File: config.mk
export PLATFORM = sky130hd
export DESIGN_NAME = ysyx_23060203_mem_arb_rr
export DESIGN_NICKNAME = d
export VERILOG_FILES = /design/src/rtl/ysyx_23060203_mem_arb_rr.sv
export SDC_FILE = /design/constraint.sdc
export NUM_CORES = 1
export LEC_CHECK = 0
export ABC_AREA = 1
export BUFFER_PORTS_ARGS = -buffer_cell sky130_fd_sc_hd__buf_2
export CELL_PAD_IN_SITES_DETAIL_PLACEMENT = 0
export CELL_PAD_IN_SITES_GLOBAL_PLACEMENT = 1
export CORE_ASPECT_RATIO = 0.75
export CORE_MARGIN = 5
export CORE_UTILIZATION = 14
export DETAILED_ROUTE_END_ITERATION = 7
export PLACE_DENSITY = 0.94
export SYNTH_ARGS = -nofsm -noshare
export SYNTH_HDL_FRONTEND = slang
export SYNTH_SLANG_ARGS = --single-unit
File: constraint.sdc
create_clock -name clock -period 2.2 [get_ports clock]
set_input_delay 0.11 -clock clock [delete_from_list [all_inputs] [get_ports clock]]
set_output_delay 0.11 -clock clock [all_outputs]
set_load 0.02 [all_outputs]
File: src/rtl/ysyx_23060203_mem_arb_rr.sv
// rtl/ysyx_23060203_mem_arb_rr.sv - N-master AXI4 read arbiter, fixed or round-robin, one burst in flight
module ysyx_23060203_mem_arb_rr #(
  parameter int NUM_MASTERS = 2,
  parameter int ADDR_W      = 32,
  parameter int DATA_W      = 32,
  parameter int RR_MODE     = 1,
  parameter int IDX_W       = (NUM_MASTERS > 1) ? $clog2(NUM_MASTERS) : 1
) (
  input  logic                          clock,
  input  logic                          reset,
  input  logic [NUM_MASTERS-1:0]        s_arvalid,
  output logic [NUM_MASTERS-1:0]        s_arready,
  input  logic [NUM_MASTERS*ADDR_W-1:0] s_araddr,
  input  logic [NUM_MASTERS*8-1:0]      s_arlen,
  input  logic [NUM_MASTERS*3-1:0]      s_arsize,
  output logic [NUM_MASTERS-1:0]        s_rvalid,
  input  logic [NUM_MASTERS-1:0]        s_rready,
  output logic [DATA_W-1:0]             s_rdata,
  output logic [1:0]                    s_rresp,
  output logic                          s_rlast,
  output logic                          m_arvalid,
  input  logic                          m_arready,
  output logic [ADDR_W-1:0]             m_araddr,
  output logic [7:0]                    m_arlen,
  output logic [2:0]                    m_arsize,
  output logic [3:0]                    m_arid,
  input  logic                          m_rvalid,
  output logic                          m_rready,
  input  logic [DATA_W-1:0]             m_rdata,
  input  logic [1:0]                    m_rresp,
  input  logic                          m_rlast,
  output logic                          busy,
  output logic [IDX_W-1:0]              grant
);

  typedef enum logic [1:0] {IDLE, ADDR, DATA} state_t;

  state_t                 state, state_nx;
  logic [IDX_W-1:0]       grant_nx, rr_ptr, rr_ptr_nx, win_idx;
  logic                   win_found;
  logic [NUM_MASTERS-1:0] grant_oh, req_sh;
  int                     cand;

  // Search starts at rr_ptr in round-robin mode, at 0 in fixed mode; first requester wins.
  always_comb begin
    win_idx   = '0;
    win_found = 1'b0;
    cand      = 0;
    req_sh    = '0;
    for (int k = 0; k < NUM_MASTERS; k++) begin
      if (RR_MODE != 0) begin
        cand = int'(rr_ptr) + k;
        if (cand >= NUM_MASTERS) cand = cand - NUM_MASTERS;
      end else begin
        cand = k;
      end
      req_sh = s_arvalid >> cand;
      if (!win_found && req_sh[0]) begin
        win_found = 1'b1;
        win_idx   = IDX_W'(cand);
      end
    end
  end

  assign grant_oh = NUM_MASTERS'(1) << grant;

  always_ff @(posedge clock) begin
    if (reset) begin
      state  <= IDLE;
      grant  <= '0;
      rr_ptr <= '0;
    end else begin
      state  <= state_nx;
      grant  <= grant_nx;
      rr_ptr <= rr_ptr_nx;
    end
  end

  always_comb begin
    state_nx  = state;
    grant_nx  = grant;
    rr_ptr_nx = rr_ptr;
    s_arready = '0;
    s_rvalid  = '0;
    m_arvalid = 1'b0;
    m_rready  = 1'b0;
    case (state)
      IDLE: begin
        if (win_found) begin
          grant_nx = win_idx;
          state_nx = ADDR;
        end
      end
      ADDR: begin
        // A granted master that withdraws arvalid simply holds the port in ADDR.
        m_arvalid = |(s_arvalid & grant_oh);
        s_arready = grant_oh & {NUM_MASTERS{m_arready}};
        if (m_arvalid && m_arready) state_nx = DATA;
      end
      DATA: begin
        s_rvalid = grant_oh & {NUM_MASTERS{m_rvalid}};
        m_rready = |(s_rready & grant_oh);
        if (m_rvalid && m_rready && m_rlast) begin
          state_nx = IDLE;
          if (RR_MODE != 0)
            rr_ptr_nx = (grant == IDX_W'(NUM_MASTERS - 1)) ? '0 : grant + 1'b1;
        end
      end
      default: state_nx = IDLE;
    endcase
  end

  assign m_araddr = ADDR_W'(s_araddr >> (grant * ADDR_W));
  assign m_arlen  = 8'(s_arlen >> (grant * 8));
  assign m_arsize = 3'(s_arsize >> (grant * 3));
  assign m_arid   = 4'(grant);
  assign s_rdata  = m_rdata;
  assign s_rresp  = m_rresp;
  assign s_rlast  = m_rlast;
  assign busy     = (state != IDLE);

endmodule

* Word-level counts from Yosys, hierarchy flattened
Cells that the tools add are included.
** Storage, ports and cells
- Register bits after elaboration :: 4
- Input bits :: 129
- Output and inout port bits :: 90
** Operators by class
- Add/sub/neg operators :: 4
- Multipliers :: 1
- $lt $le $gt $ge :: 2
- Eq/ne operators :: 5
- Shifts and indexed selects :: 6
- Multiplexer cells :: 15
- Bitwise gates (word level) :: 4
- Reduce and logical (&&, ||, !) cells :: 12
** Operator list (number)
- $mux W32 :: 2
- $shr A2 B32 Y1 :: 2
- $shr A64 B6 Y32 :: 1
- $shr A16 B4 Y8 :: 1
- $mux W2 :: 5
- $and A2 B2 Y2 :: 4
- $mux W1 :: 7
- $ne A2 B2 Y1 const B :: 3
- $pmux W2 S3 :: 1
- $shr A6 B3 Y3 :: 1
- $logic_and A1 B1 Y1 :: 4
- $reduce_and A2 Y1 :: 2
- $reduce_or A2 Y1 :: 2
- $mul A1 B2 Y3 const B :: 1
- $reduce_and A3 Y1 :: 1
- $sub A1 B2 Y3 const B :: 1
- $sub A2 B2 Y3 const B :: 1
- $add A1 B1 Y2 const B :: 1
- $eq A2 B1 Y1 const B :: 1
- $eq A2 B2 Y1 const B :: 1
- $ge A1 B2 Y1 const B :: 1
- $ge A2 B2 Y1 const B :: 1
- $logic_not A2 Y1 :: 1
- $reduce_bool A2 Y1 :: 1
- other kinds (3) :: 3

* Depth between registers and ports, before layout
- Depth after elaboration :: 9
- Gate-level depth with buffers :: 7
- Mapped depth without buffers :: 7

* Worst setup path after synthesis
OpenSTA, ideal clock, no wires.
- Path kind :: flip-flop to output port
- Start :: register grant
- End :: output port s_arready[1]
- Data arrival time :: 1219 ps
- Setup slack :: 871 ps
- Stages on the path, launching flop included :: 4
- Buffers on the path :: 1
- Cells stage by stage :: dfxtp_1 inv_2 buf_6 nor3_1
** Between the ends
- Word-level cells in the longest chain between the ends :: 3
** Ends and longest elaborated chain
- from (decl) :: line 33 : output logic [IDX_W-1:0] grant
- from (signal assigned) :: line 74 : grant <= grant_nx;
- $shl A1 B1 Y2 :: line 65 : assign grant_oh = NUM_MASTERS'(1) << grant;
- $and A2 B2 Y2 :: line 97 : s_arready = grant_oh & {NUM_MASTERS{m_arready}};
- $mux W2 :: line 87 : case (state)
- to (decl) :: line 12 : output logic [NUM_MASTERS-1:0] s_arready,
Every way passes these cells.

* Final worst setup path
- Start :: register grant
- End :: output port m_araddr[3]
** Between the ends
- Word-level cells in the longest chain between the ends :: 1
** Ends and longest elaborated chain
- $shr A64 B6 Y32 :: line 113 : assign m_araddr = ADDR_W'(s_araddr >> (grant * ADDR_W));
- to (decl) :: line 23 : output logic [ADDR_W-1:0] m_araddr,
Every way passes these cells.

==> results.yml <==
detailed_routing:
  drt_iter0_drc: 28
  avgViaCountPerCell: 3.66
  drt_first_pass_iters: 4
  avgRoutedWirePerCell_um: 9.67
  wl_um: 4240
  drc: 0
  ant_nets: 0
  num_vias: 1605
logic_synthesis:
  synth_area_leader_cell: "nand2_1"
  syn_avg_cell_area_um2: 4.88
  yosysUniqueCellTypes: 16
  ys_seq_elements: 4
  synth_seq_area_share: 0.0719
  synthTopCellsByArea: "nand2_1 48%, buf_4 28%, dfxtp_1 7.2%"
  synth_top_area_frac: 0.482
  yosys_warnings: 0
  syn_area_um2: 1110
  netlist_instances: 228
timing:
  fmax_mhz: 628
  fin_ws_ns: 0.608
  fin_crit_sh: 0.724
  final-max-slew-violation-count: 0
  setup_viol: 0
  fin_tns_setup_ns: 0
  skew_ns: 0.000264
  layout_min_cycle_time_ns: 1.59
  finalHoldViolCount: 0
  rsz0062_at_grt: "false"
placed_design:
  gp_congestion: 0.739
  hpwl_um: 3560
  io_buffers: 147
  placed_area_um2: 1650
  dp_worst_setup_slack_ns: 0.800
  dp_cells: 435
global_routing:
  busiest_layer: "met2"
  grt.total_usage: 0.0739
  grt_use_met1: 0.0915
  antenna_found_initial: 0
  grt_pass1_wl_um: 6300
  grt_max_degree: 52
  overflow: 0
  grt_use_met2: 0.125
  grtUsageMet3: 0.0292
  grt_pass1_vias: 1453
setup_path:
  worstPathCellList: "inv_2, buf_4, nand2_1, nand2_1, buf_2"
  cp_data_arrival_time_ns: 1.48
  crit_top_cell: "nand2_1"
  required_ns: 2.09
  cp.buffers_inverters: 3
  slowest_delay_ns: 0.34
  crit_slowest_cell: "buf_4"
  criticalPathCategory: "reg -> out"
  start_kind: "register"
  cp_top_family: "buffers and inverters"
  crit_fanout: 24
  end_kind: "primary output"
power_and_ir_drop:
  p_leak_nw: 1.14
  powerDensity_nw_per_um2: 380
  peakVddDrop_uv: 125
finish:
  final_cells: 438
  finalInstanceArea_um2: 1690
  layout_common_cells: "147 x buf_2, 143 x nand2_1, 11 x inv_1, 5 x a21oi_1"
  nets: 464
  num_antenna_cells: 0
  layout_commonest_cell: "buf_2"
  syn_to_final_growth_pct: 51.8
  drive_gt1_frac: 0.465
clocking:
  holdBufCountCts: 0
  insertion_delay_ns: 0.21
  cts_inserted_buffers: 3
  cts_setup_buffers: 0
  cts-root-buf: "clkbuf_8"
  path_clk_slew_ns: 0.03
  h-tree-depth: 1
  ctsLongestPathBuffers: 2
  cts.repair.resized: 0
  clock-sinks: 4
  cts_tree: "done"
flow_run:
  maxCapViolCount: 0
floorplanning:
  num_rows: 28
  start_util: 0.143
  die_width_um: 113
  core_um2: 7810
  die_area_um2: 9860
  num_io_pins: 219
  die_h_um: 87.2
status:
  status: "finished, final reports clean"
min_path:
  hold_class: "in -> reg"
[layout make-up]
class                           count  area, µm²
Inverter                           12       45.0
Timing Repair Buffer              149        751
Fill cell                         896       6120
Clock buffer                        3       41.3
Tap cell                          105        131
Sequential cell                     4       81.3
Multi-Input combinational cell    165        641
[flip-flops by register name (all words and copies together) (netlist names)]
register	flops
grant	1
state	2
rr_ptr	1
[worst reg2reg max path, stage by stage, from the launching register on]
cell,delay (ns)
dfxtp_2,0.32
buf_4,0.43
nand2_1,0.13
nand2_1,0.14
nand3_1,0.08
nand2_1,0.07
inv_1,0.03
nor2_1,0.08
[final timing paths]
kind                            startpoint     endpoint  slack, ns  cells past startpoint
worst min-delay path                 reset        grant       0.10                      2
worst min register to register      rr_ptr       rr_ptr       0.53                      4
worst max-delay path                 grant  m_araddr[3]       0.61                      5
worst max register to register       grant       rr_ptr       0.85                      7
[cell usage after synthesis]
library cell  number
nand2_1          143
a21oi_1            5
dfxtp_1            4
nand4_1            1
clkbuf_1           1
nor2_1             4
o21ai_0            1
nand2_2            1
nor3_1             4
conb_1             1
nand3_1            3
buf_4             42
buf_2              5
inv_2              1
buf_6              1
inv_1             11
[stage by stage]
stage / hold WS [ns] / util / total power [mW]
2_1_floorplan: 0.179 / - / 0.417
3_3_place_gp: 0.220 / 0.211 / 0.492
3_5_place_dp: 0.220 / 0.211 / 0.496
4_1_cts: 0.0965 / 0.216 / 0.653
5_1_grt: 0.113 / 0.216 / 0.699
6_report: 0.103 / 0.216 / 0.643
[logic make-up after synthesis]
logic type / synth area share
buffers and inverters: 0.360
AND/OR/NAND/NOR: 0.538
flip-flops: 0.0719
other: 0.00337
AO/OA/AOI/OAI: 0.0270
[report_power, final]
group          internal, mW  switching (mW)  leakage (nW)
clock network         0.116          0.0349        0.0216
registers            0.0777         0.00288        0.0332
logic                 0.156           0.255          1.08
[metal layers]
metal / share of wire / up-vias
met5: 0 / -
met4: 0.0031 / 0
met3: 0.12 / 4
met2: 0.47 / 89
met1: 0.41 / 668
li1: - / 844
Note: power is estimated with default switching activity, not from simulation.
